File: src/rtl/exu_wb_arb_pkg.sv
// Shared types for the EXU writeback arbiter.
// Source ids, request bundle and a one-hot pick helper.
package exu_wb_arb_pkg;

    localparam int XLEN      = 32;
    localparam int NUM_UNITS = 4;

    typedef enum logic [2:0] {
        SRC_ALU,
        SRC_LSU,
        SRC_DIV,
        SRC_MUL,
        SRC_MAC
    } wb_src_e;

    typedef struct packed {
        logic            valid;
        logic [4:0]      rd_addr;
        logic [XLEN-1:0] data;
    } wb_req_t;

    // Lowest set bit wins: index 0 (LSU) has the highest priority.
    function automatic logic [NUM_UNITS-1:0] first_one(
        input logic [NUM_UNITS-1:0] v
    );
        return v & (-v);
    endfunction

endpackage

File: src/rtl/exu_wb_arb_if.sv
// Unit-to-arbiter result handshake.
// Producer holds valid/rd_addr/data stable until ready.
interface exu_wb_arb_if;
    import exu_wb_arb_pkg::*;

    logic            valid;
    logic            ready;
    logic [4:0]      rd_addr;
    logic [XLEN-1:0] data;

    modport master (output valid, rd_addr, data, input ready);
    modport slave  (input valid, rd_addr, data, output ready);

endinterface

File: src/rtl/exu_wb_arb_hold_reg.sv
// One-entry result hold with ageing.
// Writes to x0 are accepted and silently dropped.
module wb_hold_reg
    import exu_wb_arb_pkg::*;
#(
    parameter int STARVE_LIMIT = 4
) (
    input  logic            clk,
    input  logic            rst_n,
    input  logic            in_valid,
    input  logic [4:0]      in_rd_addr,
    input  logic [XLEN-1:0] in_data,
    output logic            ready,
    input  logic            grant,
    output wb_req_t         req,
    output logic            starved
);

    localparam int AGE_W = $clog2(STARVE_LIMIT + 1);
    localparam logic [AGE_W-1:0] AGE_MAX = AGE_W'(STARVE_LIMIT);

    logic [AGE_W-1:0] age;
    logic             accept;

    assign ready   = ~req.valid | grant;
    assign accept  = in_valid & ready & (in_rd_addr != 5'd0);
    assign starved = req.valid & (age >= AGE_MAX);

    // Capture, release on grant, age while waiting.
    always_ff @(posedge clk or negedge rst_n) begin
        if (!rst_n) begin
            req <= '0;
            age <= '0;
        end else if (accept) begin
            req.valid   <= 1'b1;
            req.rd_addr <= in_rd_addr;
            req.data    <= in_data;
            age         <= '0;
        end else if (grant) begin
            req.valid <= 1'b0;
            age       <= '0;
        end else if (req.valid && age < AGE_MAX) begin
            age <= age + AGE_W'(1);
        end
    end

    // Producer must not withdraw or change a pending result.
    a_stable: assert property (
        @(posedge clk) disable iff (!rst_n)
        in_valid && !ready |=>
            in_valid && $stable(in_rd_addr) && $stable(in_data)
    );

endmodule

File: src/rtl/exu_wb_arb.sv
// EXU writeback arbiter: ALU/LSU/DIV/MUL/MAC onto one
// registered writeback port with ageing and ALU stall.
module exu_wb_arb
    import exu_wb_arb_pkg::*;
#(
    parameter int STARVE_LIMIT = 4,
    parameter int CNT_W        = 16
) (
    input  logic              clk,
    input  logic              rst_n,
    input  logic              alu_wb_valid,
    input  logic [4:0]        alu_wb_rd_addr,
    input  logic [XLEN-1:0]   alu_wb_data,
    exu_wb_arb_if.slave       lsu_wb,
    exu_wb_arb_if.slave       div_wb,
    exu_wb_arb_if.slave       mul_wb,
    exu_wb_arb_if.slave       mac_wb,
    output logic [XLEN-1:0]   exu_wb_data,
    output logic [4:0]        exu_wb_rd_addr,
    output logic              exu_wb_rd_wr_en,
    output logic              wb_stall,
    output logic [CNT_W-1:0]  wb_conflict_cnt
);

    wb_req_t              unit_req [NUM_UNITS];
    logic [NUM_UNITS-1:0] unit_vld;
    logic [NUM_UNITS-1:0] unit_starved;
    logic [NUM_UNITS-1:0] unit_grant;

    wb_req_t alu_hold;
    wb_req_t alu_in;
    wb_req_t sel;
    wb_src_e sel_src;
    logic    alu_in_valid;
    logic    alu_in_grant;
    logic    alu_hold_grant;
    logic    multi_cand;
    logic    rd_dup;
    logic    unused_alu_ready;
    logic    unused_alu_starved;

    assign alu_in_valid = alu_wb_valid & (alu_wb_rd_addr != 5'd0);
    assign alu_in       = '{alu_in_valid, alu_wb_rd_addr, alu_wb_data};

    wb_hold_reg #(.STARVE_LIMIT(STARVE_LIMIT)) u_lsu (
        .clk(clk), .rst_n(rst_n),
        .in_valid(lsu_wb.valid), .in_rd_addr(lsu_wb.rd_addr),
        .in_data(lsu_wb.data), .ready(lsu_wb.ready),
        .grant(unit_grant[0]), .req(unit_req[0]),
        .starved(unit_starved[0])
    );

    wb_hold_reg #(.STARVE_LIMIT(STARVE_LIMIT)) u_div (
        .clk(clk), .rst_n(rst_n),
        .in_valid(div_wb.valid), .in_rd_addr(div_wb.rd_addr),
        .in_data(div_wb.data), .ready(div_wb.ready),
        .grant(unit_grant[1]), .req(unit_req[1]),
        .starved(unit_starved[1])
    );

    wb_hold_reg #(.STARVE_LIMIT(STARVE_LIMIT)) u_mul (
        .clk(clk), .rst_n(rst_n),
        .in_valid(mul_wb.valid), .in_rd_addr(mul_wb.rd_addr),
        .in_data(mul_wb.data), .ready(mul_wb.ready),
        .grant(unit_grant[2]), .req(unit_req[2]),
        .starved(unit_starved[2])
    );

    wb_hold_reg #(.STARVE_LIMIT(STARVE_LIMIT)) u_mac (
        .clk(clk), .rst_n(rst_n),
        .in_valid(mac_wb.valid), .in_rd_addr(mac_wb.rd_addr),
        .in_data(mac_wb.data), .ready(mac_wb.ready),
        .grant(unit_grant[3]), .req(unit_req[3]),
        .starved(unit_starved[3])
    );

    // ALU hold: catches an ALU result that lost arbitration.
    // It always wins next cycle, so its ready is never low.
    wb_hold_reg #(.STARVE_LIMIT(STARVE_LIMIT)) u_alu (
        .clk(clk), .rst_n(rst_n),
        .in_valid(alu_wb_valid & ~alu_in_grant),
        .in_rd_addr(alu_wb_rd_addr),
        .in_data(alu_wb_data), .ready(unused_alu_ready),
        .grant(alu_hold_grant), .req(alu_hold),
        .starved(unused_alu_starved)
    );

    assign wb_stall = alu_hold.valid;

    // Collect hold-valid bits for priority picking.
    always_comb begin
        unit_vld = '0;
        for (int i = 0; i < NUM_UNITS; i++) begin
            unit_vld[i] = unit_req[i].valid;
        end
    end

    // One grant per cycle: alu_hold, starved unit, ALU, unit.
    always_comb begin
        alu_hold_grant = 1'b0;
        alu_in_grant   = 1'b0;
        unit_grant     = '0;
        if (alu_hold.valid) begin
            alu_hold_grant = 1'b1;
        end else if (|unit_starved) begin
            unit_grant = first_one(unit_starved);
        end else if (alu_in_valid) begin
            alu_in_grant = 1'b1;
        end else begin
            unit_grant = first_one(unit_vld);
        end
    end

    // Decode the one-hot grant to a source and mux its bundle.
    always_comb begin
        sel_src = SRC_ALU;
        unique case (1'b1)
            unit_grant[0]: sel_src = SRC_LSU;
            unit_grant[1]: sel_src = SRC_DIV;
            unit_grant[2]: sel_src = SRC_MUL;
            unit_grant[3]: sel_src = SRC_MAC;
            default:       sel_src = SRC_ALU;
        endcase
        unique case (sel_src)
            SRC_LSU: sel = unit_req[0];
            SRC_DIV: sel = unit_req[1];
            SRC_MUL: sel = unit_req[2];
            SRC_MAC: sel = unit_req[3];
            default: sel = alu_hold_grant ? alu_hold : alu_in;
        endcase
    end

    assign multi_cand =
        $countones({alu_hold.valid, alu_in_valid, unit_vld}) > 1;

    // Register the granted result; address/data hold when idle.
    always_ff @(posedge clk or negedge rst_n) begin
        if (!rst_n) begin
            exu_wb_data     <= '0;
            exu_wb_rd_addr  <= '0;
            exu_wb_rd_wr_en <= 1'b0;
        end else begin
            exu_wb_rd_wr_en <= sel.valid;
            if (sel.valid) begin
                exu_wb_data    <= sel.data;
                exu_wb_rd_addr <= sel.rd_addr;
            end
        end
    end

    // Saturating count of contended cycles.
    always_ff @(posedge clk or negedge rst_n) begin
        if (!rst_n) begin
            wb_conflict_cnt <= '0;
        end else if (multi_cand && wb_conflict_cnt != '1) begin
            wb_conflict_cnt <= wb_conflict_cnt + CNT_W'(1);
        end
    end

    // Detect two live candidates targeting the same register.
    always_comb begin
        wb_req_t cand [NUM_UNITS+2];
        rd_dup = 1'b0;
        for (int i = 0; i < NUM_UNITS; i++) begin
            cand[i] = unit_req[i];
        end
        cand[NUM_UNITS]   = alu_hold;
        cand[NUM_UNITS+1] = alu_in;
        for (int i = 0; i < NUM_UNITS + 2; i++) begin
            for (int j = i + 1; j < NUM_UNITS + 2; j++) begin
                if (cand[i].valid && cand[j].valid &&
                    cand[i].rd_addr == cand[j].rd_addr) begin
                    rd_dup = 1'b1;
                end
            end
        end
    end

    a_no_alu_in_stall: assert property (
        @(posedge clk) disable iff (!rst_n)
        wb_stall |-> !alu_wb_valid
    );

    a_no_rd_dup: assert property (
        @(posedge clk) disable iff (!rst_n)
        !rd_dup
    );

endmodule

File: src/flat_wrapper.sv
// flat-port wrapper written by rule: the top's interface ports become plain ports
module exu_wb_arb_flat import exu_wb_arb_pkg::*;
#(
    parameter int STARVE_LIMIT = 4,
    parameter int CNT_W        = 16
)
  (clk, rst_n, alu_wb_valid, alu_wb_rd_addr, alu_wb_data, exu_wb_data, exu_wb_rd_addr, exu_wb_rd_wr_en, wb_stall, wb_conflict_cnt, lsu_wb_valid, lsu_wb_rd_addr, lsu_wb_data, lsu_wb_ready, div_wb_valid, div_wb_rd_addr, div_wb_data, div_wb_ready, mul_wb_valid, mul_wb_rd_addr, mul_wb_data, mul_wb_ready, mac_wb_valid, mac_wb_rd_addr, mac_wb_data, mac_wb_ready);
  exu_wb_arb_if lsu_wb_i ();
  exu_wb_arb_if div_wb_i ();
  exu_wb_arb_if mul_wb_i ();
  exu_wb_arb_if mac_wb_i ();
  input  logic clk;
  input  logic rst_n;
  input  logic alu_wb_valid;
  input  logic [4:0] alu_wb_rd_addr;
  input  logic [XLEN-1:0] alu_wb_data;
  output logic [XLEN-1:0] exu_wb_data;
  output logic [4:0] exu_wb_rd_addr;
  output logic exu_wb_rd_wr_en;
  output logic wb_stall;
  output logic [CNT_W-1:0] wb_conflict_cnt;
  input wire logic [$bits(lsu_wb_i.valid)-1:0] lsu_wb_valid;
  input wire logic [$bits(lsu_wb_i.rd_addr)-1:0] lsu_wb_rd_addr;
  input wire logic [$bits(lsu_wb_i.data)-1:0] lsu_wb_data;
  output wire logic [$bits(lsu_wb_i.ready)-1:0] lsu_wb_ready;
  input wire logic [$bits(div_wb_i.valid)-1:0] div_wb_valid;
  input wire logic [$bits(div_wb_i.rd_addr)-1:0] div_wb_rd_addr;
  input wire logic [$bits(div_wb_i.data)-1:0] div_wb_data;
  output wire logic [$bits(div_wb_i.ready)-1:0] div_wb_ready;
  input wire logic [$bits(mul_wb_i.valid)-1:0] mul_wb_valid;
  input wire logic [$bits(mul_wb_i.rd_addr)-1:0] mul_wb_rd_addr;
  input wire logic [$bits(mul_wb_i.data)-1:0] mul_wb_data;
  output wire logic [$bits(mul_wb_i.ready)-1:0] mul_wb_ready;
  input wire logic [$bits(mac_wb_i.valid)-1:0] mac_wb_valid;
  input wire logic [$bits(mac_wb_i.rd_addr)-1:0] mac_wb_rd_addr;
  input wire logic [$bits(mac_wb_i.data)-1:0] mac_wb_data;
  output wire logic [$bits(mac_wb_i.ready)-1:0] mac_wb_ready;
  assign lsu_wb_i.valid = lsu_wb_valid;
  assign lsu_wb_i.rd_addr = lsu_wb_rd_addr;
  assign lsu_wb_i.data = lsu_wb_data;
  assign lsu_wb_ready = lsu_wb_i.ready;
  assign div_wb_i.valid = div_wb_valid;
  assign div_wb_i.rd_addr = div_wb_rd_addr;
  assign div_wb_i.data = div_wb_data;
  assign div_wb_ready = div_wb_i.ready;
  assign mul_wb_i.valid = mul_wb_valid;
  assign mul_wb_i.rd_addr = mul_wb_rd_addr;
  assign mul_wb_i.data = mul_wb_data;
  assign mul_wb_ready = mul_wb_i.ready;
  assign mac_wb_i.valid = mac_wb_valid;
  assign mac_wb_i.rd_addr = mac_wb_rd_addr;
  assign mac_wb_i.data = mac_wb_data;
  assign mac_wb_ready = mac_wb_i.ready;
  exu_wb_arb #(.STARVE_LIMIT(STARVE_LIMIT), .CNT_W(CNT_W)) u_core (.clk(clk), .rst_n(rst_n), .alu_wb_valid(alu_wb_valid), .alu_wb_rd_addr(alu_wb_rd_addr), .alu_wb_data(alu_wb_data), .lsu_wb(lsu_wb_i), .div_wb(div_wb_i), .mul_wb(mul_wb_i), .mac_wb(mac_wb_i), .exu_wb_data(exu_wb_data), .exu_wb_rd_addr(exu_wb_rd_addr), .exu_wb_rd_wr_en(exu_wb_rd_wr_en), .wb_stall(wb_stall), .wb_conflict_cnt(wb_conflict_cnt));
endmodule
File: config.mk
export PLATFORM = sky130hd
export DESIGN_NAME = exu_wb_arb_flat
export DESIGN_NICKNAME = d
export VERILOG_FILES = /design/src/rtl/exu_wb_arb_pkg.sv /design/src/rtl/exu_wb_arb_if.sv /design/src/rtl/exu_wb_arb_hold_reg.sv /design/src/rtl/exu_wb_arb.sv /design/src/flat_wrapper.sv
export SDC_FILE = /design/constraint.sdc
export NUM_CORES = 1
export LEC_CHECK = 0
export CAP_MARGIN = 20
export CORE_MARGIN = 2
export CORE_UTILIZATION = 49
export CTS_BUF_LIST = sky130_fd_sc_hd__clkbuf_4 sky130_fd_sc_hd__clkbuf_8
export CTS_CLUSTER_DIAMETER = 50
export DETAILED_ROUTE_END_ITERATION = 8
export PLACE_DENSITY = 0.84
export SETUP_SLACK_MARGIN = 0.5
export SYNTH_ARGS = -nofsm -noshare
export SYNTH_HDL_FRONTEND = slang
export SYNTH_HIERARCHICAL = 1
export SYNTH_SLANG_ARGS = --single-unit
export TNS_END_PERCENT = 50
File: constraint.sdc
create_clock -name clk -period 3.1 [get_ports clk]
set_input_delay 0.775 -clock clk [delete_from_list [all_inputs] [get_ports clk]]
set_output_delay 0.775 -clock clk [all_outputs]
set_load 0.1 [all_outputs]
==> impl_metrics.env <==
export IMPL_syn_area_sq_um=12400
export IMPL_dr_pass1_iters=9
export IMPL_clockBufferDepth=3
export IMPL_yosys_warnings=6
export IMPL_numPortBuffers=250
export IMPL_slew_violations=0
export IMPL_clock_sinks=256
export IMPL_status="finished, violations left"
export IMPL_drv_cap=0
export IMPL_worstPathCellList="fa_1, inv_1, fa_1, nor2_1, fa_1, nor2_2, a31o_2, nor3_1, nand2_1, xnor2_1"
export IMPL_nNetsFinal=1498
export IMPL_grt_busiest_layer="met2"
export IMPL_place_hpwl_um=24200
export IMPL_final_setup_worst_slack_ns=-0.00674
export IMPL_cts_tree="done"
export IMPL_slowest_stage="fa_1"
export IMPL_die_w_um=163
export IMPL_wl_per_cell_um=22.7
export IMPL_synthCells=965
export IMPL_rsz0062_at_grt="true"
export IMPL_ir_worst_vdd_v=0.00118
export IMPL_pre_cts_slack_ns=-0.702
export IMPL_p_leak_nw=7.72
export IMPL_period_needed_ns=3.11
export IMPL_clk_latency_ns=0.52
export IMPL_post_dp_cell_area_sq_um=15500
export IMPL_grt_pass1_vias=10200
export IMPL_use_met1_pct=35.1
export IMPL_die_area_sq_um=26700
export IMPL_vias=9737
export IMPL_period_share_pct=100
export IMPL_arrival_ns=3.51
export IMPL_gp_routability_congestion=0.887
export IMPL_routed_wl_um=37700
export IMPL_fillers=1723
export IMPL_violations="DRC, setup timing"
export IMPL_use_met2_pct=44.2
export IMPL_rows=58
export IMPL_grt_pass1_wl_um=55400
export IMPL_grt_start_max_net_pins=73
export IMPL_end_kind="flop"
export IMPL_grt_use_met3_pct=4.80
export IMPL_worstPathRequired_ns=3.51
export IMPL_start_kind="flop"
export IMPL_layout_drive_gt1_share_pct=34.7
export IMPL_path_clk_slew_ns=0.06
export IMPL_tns_ns=-0.00979
export IMPL_grt_use_total_pct=26.7
export IMPL_grt_overflow=0
export IMPL_cts_hold_buf=0
export IMPL_die_y_um=163
export IMPL_htreeDepth=2
export IMPL_max_freq_mhz=322
export IMPL_setup_violations=2
export IMPL_slowest_delay_ns=0.53
export IMPL_cts_buffers=44
export IMPL_hold_path_class="primary input to async pin"
export IMPL_antenna_found_initial=1
export IMPL_finalHoldViolCount=0
export IMPL_core_region_area_sq_um=25000
export IMPL_crit_top_cell="fa_1"
export IMPL_via_per_inst=5.86
export IMPL_syn_to_final_growth_pct=38.3
export IMPL_worst_pin_slew_ns=0.577
export IMPL_power_density_nw_per_um2=1320
export IMPL_synth_nets=1165
export IMPL_antenna_left=0
export IMPL_skew_ns=0.0112
export IMPL_syn_mean_instance_area_sq_um=12.9
export IMPL_cts_root_buf="clkbuf_8"
export IMPL_relSlewSlack_pct=61.5
export IMPL_design_area_sq_um=17200
export IMPL_drc=7
export IMPL_worst_path_max_fanout=3
export IMPL_drt_iter0_drc=1008
export IMPL_worstSetupPathType="flop to flop"
export IMPL_start_util_pct=49.7
export IMPL_pin_count=251
-- layout by cell type (no fill, tap or decap), drive strengths merged, types with 4 or more instances in the layout --
master,n
o21ai,77
a222oi,37
clkdlybuf4s50,184
o211ai,6
or3,40
and3,4
o211a,39
buf,157
xor2,4
nor3b,4
nand3,40
nand2,59
mux2i,4
clkinv,5
mux2,161
or2,6
and2,9
a22o,25
nor2,45
clkbuf,77
dfrtp,256
ha,5
a21oi,7
xnor2,15
nand2b,10
inv,7
nor3,15
-- cell type report --
class / count / area, sq um / area share (%)
Sequential cell: 256 / 6410 / 37.3
Inverter: 7 / 28.8 / 0.167
Clock buffer: 72 / 916 / 5.32
Clock inverter: 7 / 85.1 / 0.494
Antenna cell: 1 / 2.50 / 0.0145
Timing Repair Buffer: 350 / 3590 / 20.9
Tap cell: 330 / 413 / 2.40
Multi-Input combinational cell: 639 / 5760 / 33.5
-- metrics by stage --
stage | util [%] | std cells | power, mW | hold slack (ns)
2_1_floorplan | - | 965 | 14.8 | 0.465
3_3_place_gp | 61.9 | 1544 | 17.6 | 0.476
3_5_place_dp | 61.9 | 1544 | 18.0 | 0.484
4_1_cts | 67.2 | 1646 | 21.9 | 0.212
5_1_grt | 68.7 | 1661 | 23.8 | 0.239
6_report | 68.7 | 1662 | 22.8 | 0.220
-- routing by layer --
layer  vias up  part of all wire (%)
li1       4259                     -
met1      4883                    41
met2       491                    48
met3       104                   7.2
met4         0                   3.4
met5         -                     0
-- registers in the layout, summed over array words and instances, names as in the netlist --
name / count
u_core/wb_conflict_cnt: 16
u_core/u_mul/age: 3
u_core/u_mac/req: 38
u_core/u_div/age: 3
u_core/u_lsu/req: 38
u_core/exu_wb_data: 32
u_core/exu_wb_rd_wr_en: 1
u_core/u_alu/req: 38
u_core/u_mul/req: 38
u_core/u_div/req: 38
u_core/exu_wb_rd_addr: 5
u_core/u_mac/age: 3
u_core/u_lsu/age: 3
-- worst max-delay path, delay by kind of cell (launching register included) --
| family | cells | cell delay, ns |
|---|---|---|
| flops | 1 | 0.40 |
| compound gates | 1 | 0.24 |
| buf+inv | 1 | 0.05 |
| simple gates | 4 | 0.65 |
| fa+ha+maj | 3 | 1.50 |
| xor+xnor | 1 | 0.16 |
-- path summary, 6_finish.rpt --
| path | startpoint | end | slack (ns) | cells after the start |
|---|---|---|---|---|
| max in group asynchronous | rst_n | u_core/u_alu/req[37] | 2.12 | 2 |
| min in group clk | u_core/wb_conflict_cnt[6] | u_core/wb_conflict_cnt[6] | 0.50 | 1 |
| hold reg to reg | u_core/wb_conflict_cnt[6] | u_core/wb_conflict_cnt[6] | 0.50 | 1 |
| setup / recovery | u_core/u_lsu/req[37] | u_core/wb_conflict_cnt[10] | -0.007 | 10 |
| setup reg to reg | u_core/u_lsu/req[37] | u_core/wb_conflict_cnt[10] | -0.007 | 10 |
| hold / removal | rst_n | u_core/u_mul/req[7] | 0.22 | 1 |
-- repair_timing --
item	4_1_cts	5_1_grt
setup buffers	21	8
resized for setup	52	42
endpoints found under the setup margin	205	105
pin swaps	18	33
cloned	2	7
-- power by group --
part	internal [mW]	switching, mW	total, mW
clock	2.03	1.36	3.39
sequential	5.09	1.18	6.28
combinational	5.92	7.19	13.1
No activity file was read; power rests on OpenSTA's default activity.
==> RTL change (same flow settings) <==
`CNT_W` is set to 16 in 2 places; all go to 32.
--- a/src/rtl/exu_wb_arb.sv
+++ b/src/rtl/exu_wb_arb.sv
@@ -5,5 +5,5 @@
 #(
     parameter int STARVE_LIMIT = 4,
-    parameter int CNT_W        = 16
+    parameter int CNT_W        = 32
 ) (
     input  logic              clk,
--- a/src/flat_wrapper.sv
+++ b/src/flat_wrapper.sv
@@ -3,5 +3,5 @@
 #(
     parameter int STARVE_LIMIT = 4,
-    parameter int CNT_W        = 16
+    parameter int CNT_W        = 32
 )
   (clk, rst_n, alu_wb_valid, alu_wb_rd_addr, alu_wb_data, exu_wb_data, exu_wb_rd_addr, exu_wb_rd_wr_en, wb_stall, wb_conflict_cnt, lsu_wb_valid, lsu_wb_rd_addr, lsu_wb_data, lsu_wb_ready, div_wb_valid, div_wb_rd_addr, div_wb_data, div_wb_ready, mul_wb_valid, mul_wb_rd_addr, mul_wb_data, mul_wb_ready, mac_wb_valid, mac_wb_rd_addr, mac_wb_data, mac_wb_ready);
Interface: changed (resized wb_conflict_cnt); port bits go from 251 to 267. The function was not compared with the original's and may differ.
==> RTL change against the unedited design <==
- the flow finishes with violations (setup timing)
- core utilization grew 1.8 points
- wire length grew 33%
- synthesized area grew 15%
- sequential power grew 3.7%
- sequential cell count grew 16
- setup slack lost 0.14 ns
- final area grew 18%
- power grew 8.7%
- critical path type unchanged
- critical endpoint is now u_core/u_lsu/req[30]
- highest routed layer is now met5
==> RTL change: results (changes against the unedited design) <==
- Share of cells above drive strength 1: 40.8% (+6.1 points)
- Vias/cell: 6.58 (+12%)
- Avg Cell Area, Syn: 12.6 um^2 (-2.6%)
- Int Power: 13.8 mW (+5.7%)
- Setup-failing EPs final: 64 (+62)
- DRT Pass-1 Iters: 6 (-3)
- Grt met3 use: 7.42% (+2.6 points)
- NumNets Final: 1688 (+13%)
- Slew headroom: 2.31% (-59 points)
- Crit-path max cell delay: 0.41 ns (-0.12 ns)
- Final Skew: 0.0406 ns (+0.0295 ns)
- Detailed placement HPWL: 29400 um (+21%)
- CTS Buf Count: 48 (+9.1%)
- P_seq: 6.51 mW (+3.7%)
- CP max FO: 8 (+5)
- Initial antenna violation count: 3 (+2)
- Port bufs: 266 (+6.4%)
- Overall Global Routing Usage: 29.9% (+3.2 points)
- Syn_nets: 1344 (+15%)
- Status: complete, but fails checks
- CP max-delay cell: dfrtp_1
- Max VDD drop: 0.986 mV (-16%)
- Failing checks: setup timing
- Comb pwr share: 58.9% (+1.3 points)
- Number of global-route vias before repair: 12600 (+24%)
- Hold_ws: 0.198 ns (-0.0228 ns)
- Met2 Resource Use GR: 47.9% (+3.7 points)
- Fin Setup TNS: -4.44 ns (-4.43 ns)
- DR WL/cell: 26.2 um (+16%)
- CP delay by family, top: buffers and inverters
- Placed cell count: 1757 (+14%)
- Final Wtd Congestion: 0.875 (-1.3%)
- Pre-CTS setup slack: -0.836 ns (-0.134 ns)
- PnR worst setup slack: -0.148 ns (-0.141 ns)
- First-pass GRT wire length: 72500 um (+31%)
- Metal3 WL: 5120 um (+88%)
- Worst-Skew Late Latency: 0.58 ns (+0.06 ns)
- Fill cells: 1800 (+4.5%)
- Area after DPL: 0.0176 mm^2 (+14%)
- Crit path DAT: 3.67 ns (+0.16 ns)
-- RTL change: cell count changes in the layout (fill, tap and decap cells not counted), moves of 24 or more --
| cell | unedited run | this run |
|---|---|---|
| a22oi_1 | 0 | 74 |
| o21ai_0 | 72 | 7 |
| nand2_1 | 57 | 16 |
| a2111oi_0 | 0 | 40 |
| a21oi_1 | 5 | 43 |
| nand4b_1 | 0 | 38 |
| a222oi_1 | 37 | 0 |
| o221ai_1 | 2 | 37 |
| o211a_1 | 34 | 0 |
| or3_1 | 35 | 1 |
| a311oi_2 | 0 | 31 |
| nand3_1 | 38 | 7 |
| a2111oi_2 | 0 | 25 |
| buf_4 | 113 | 137 |
-- RTL change: timing repair --
action                                  in CTS  in global routing
buffers inserted                            39                 15
resized for setup                           85                153
cloned                                       6                  4
endpoints found under the setup margin     259                205
pin swaps                                   17                 36
-- RTL change: final cells by class --
class                           count  area (um^2)  share of cell area (%)
Multi-Input combinational cell    751         7680                    37.8
Sequential cell                   272         6810                    33.6
Timing Repair Buffer              405         4210                    20.7
Clock buffer                       80          970                    4.78
Tap cell                          384          480                    2.37
Clock inverter                     10         95.1                   0.469
Inverter                           10         40.0                   0.197
Antenna cell                        2         5.00                  0.0247
-- RTL change: worst paths after layout --
check | startpoint | endpoint | cells after the start
hold / removal | rst_n | u_core/u_alu/req[33] | 1
min in group clk | u_core/wb_conflict_cnt[19] | u_core/wb_conflict_cnt[19] | 1
hold reg to reg | u_core/wb_conflict_cnt[19] | u_core/wb_conflict_cnt[19] | 1
max in group asynchronous | rst_n | u_core/u_div/req[16] | 2
setup / recovery | u_core/u_lsu/req[37] | u_core/u_lsu/req[30] | 17
setup reg to reg | u_core/u_lsu/req[37] | u_core/u_lsu/req[30] | 17
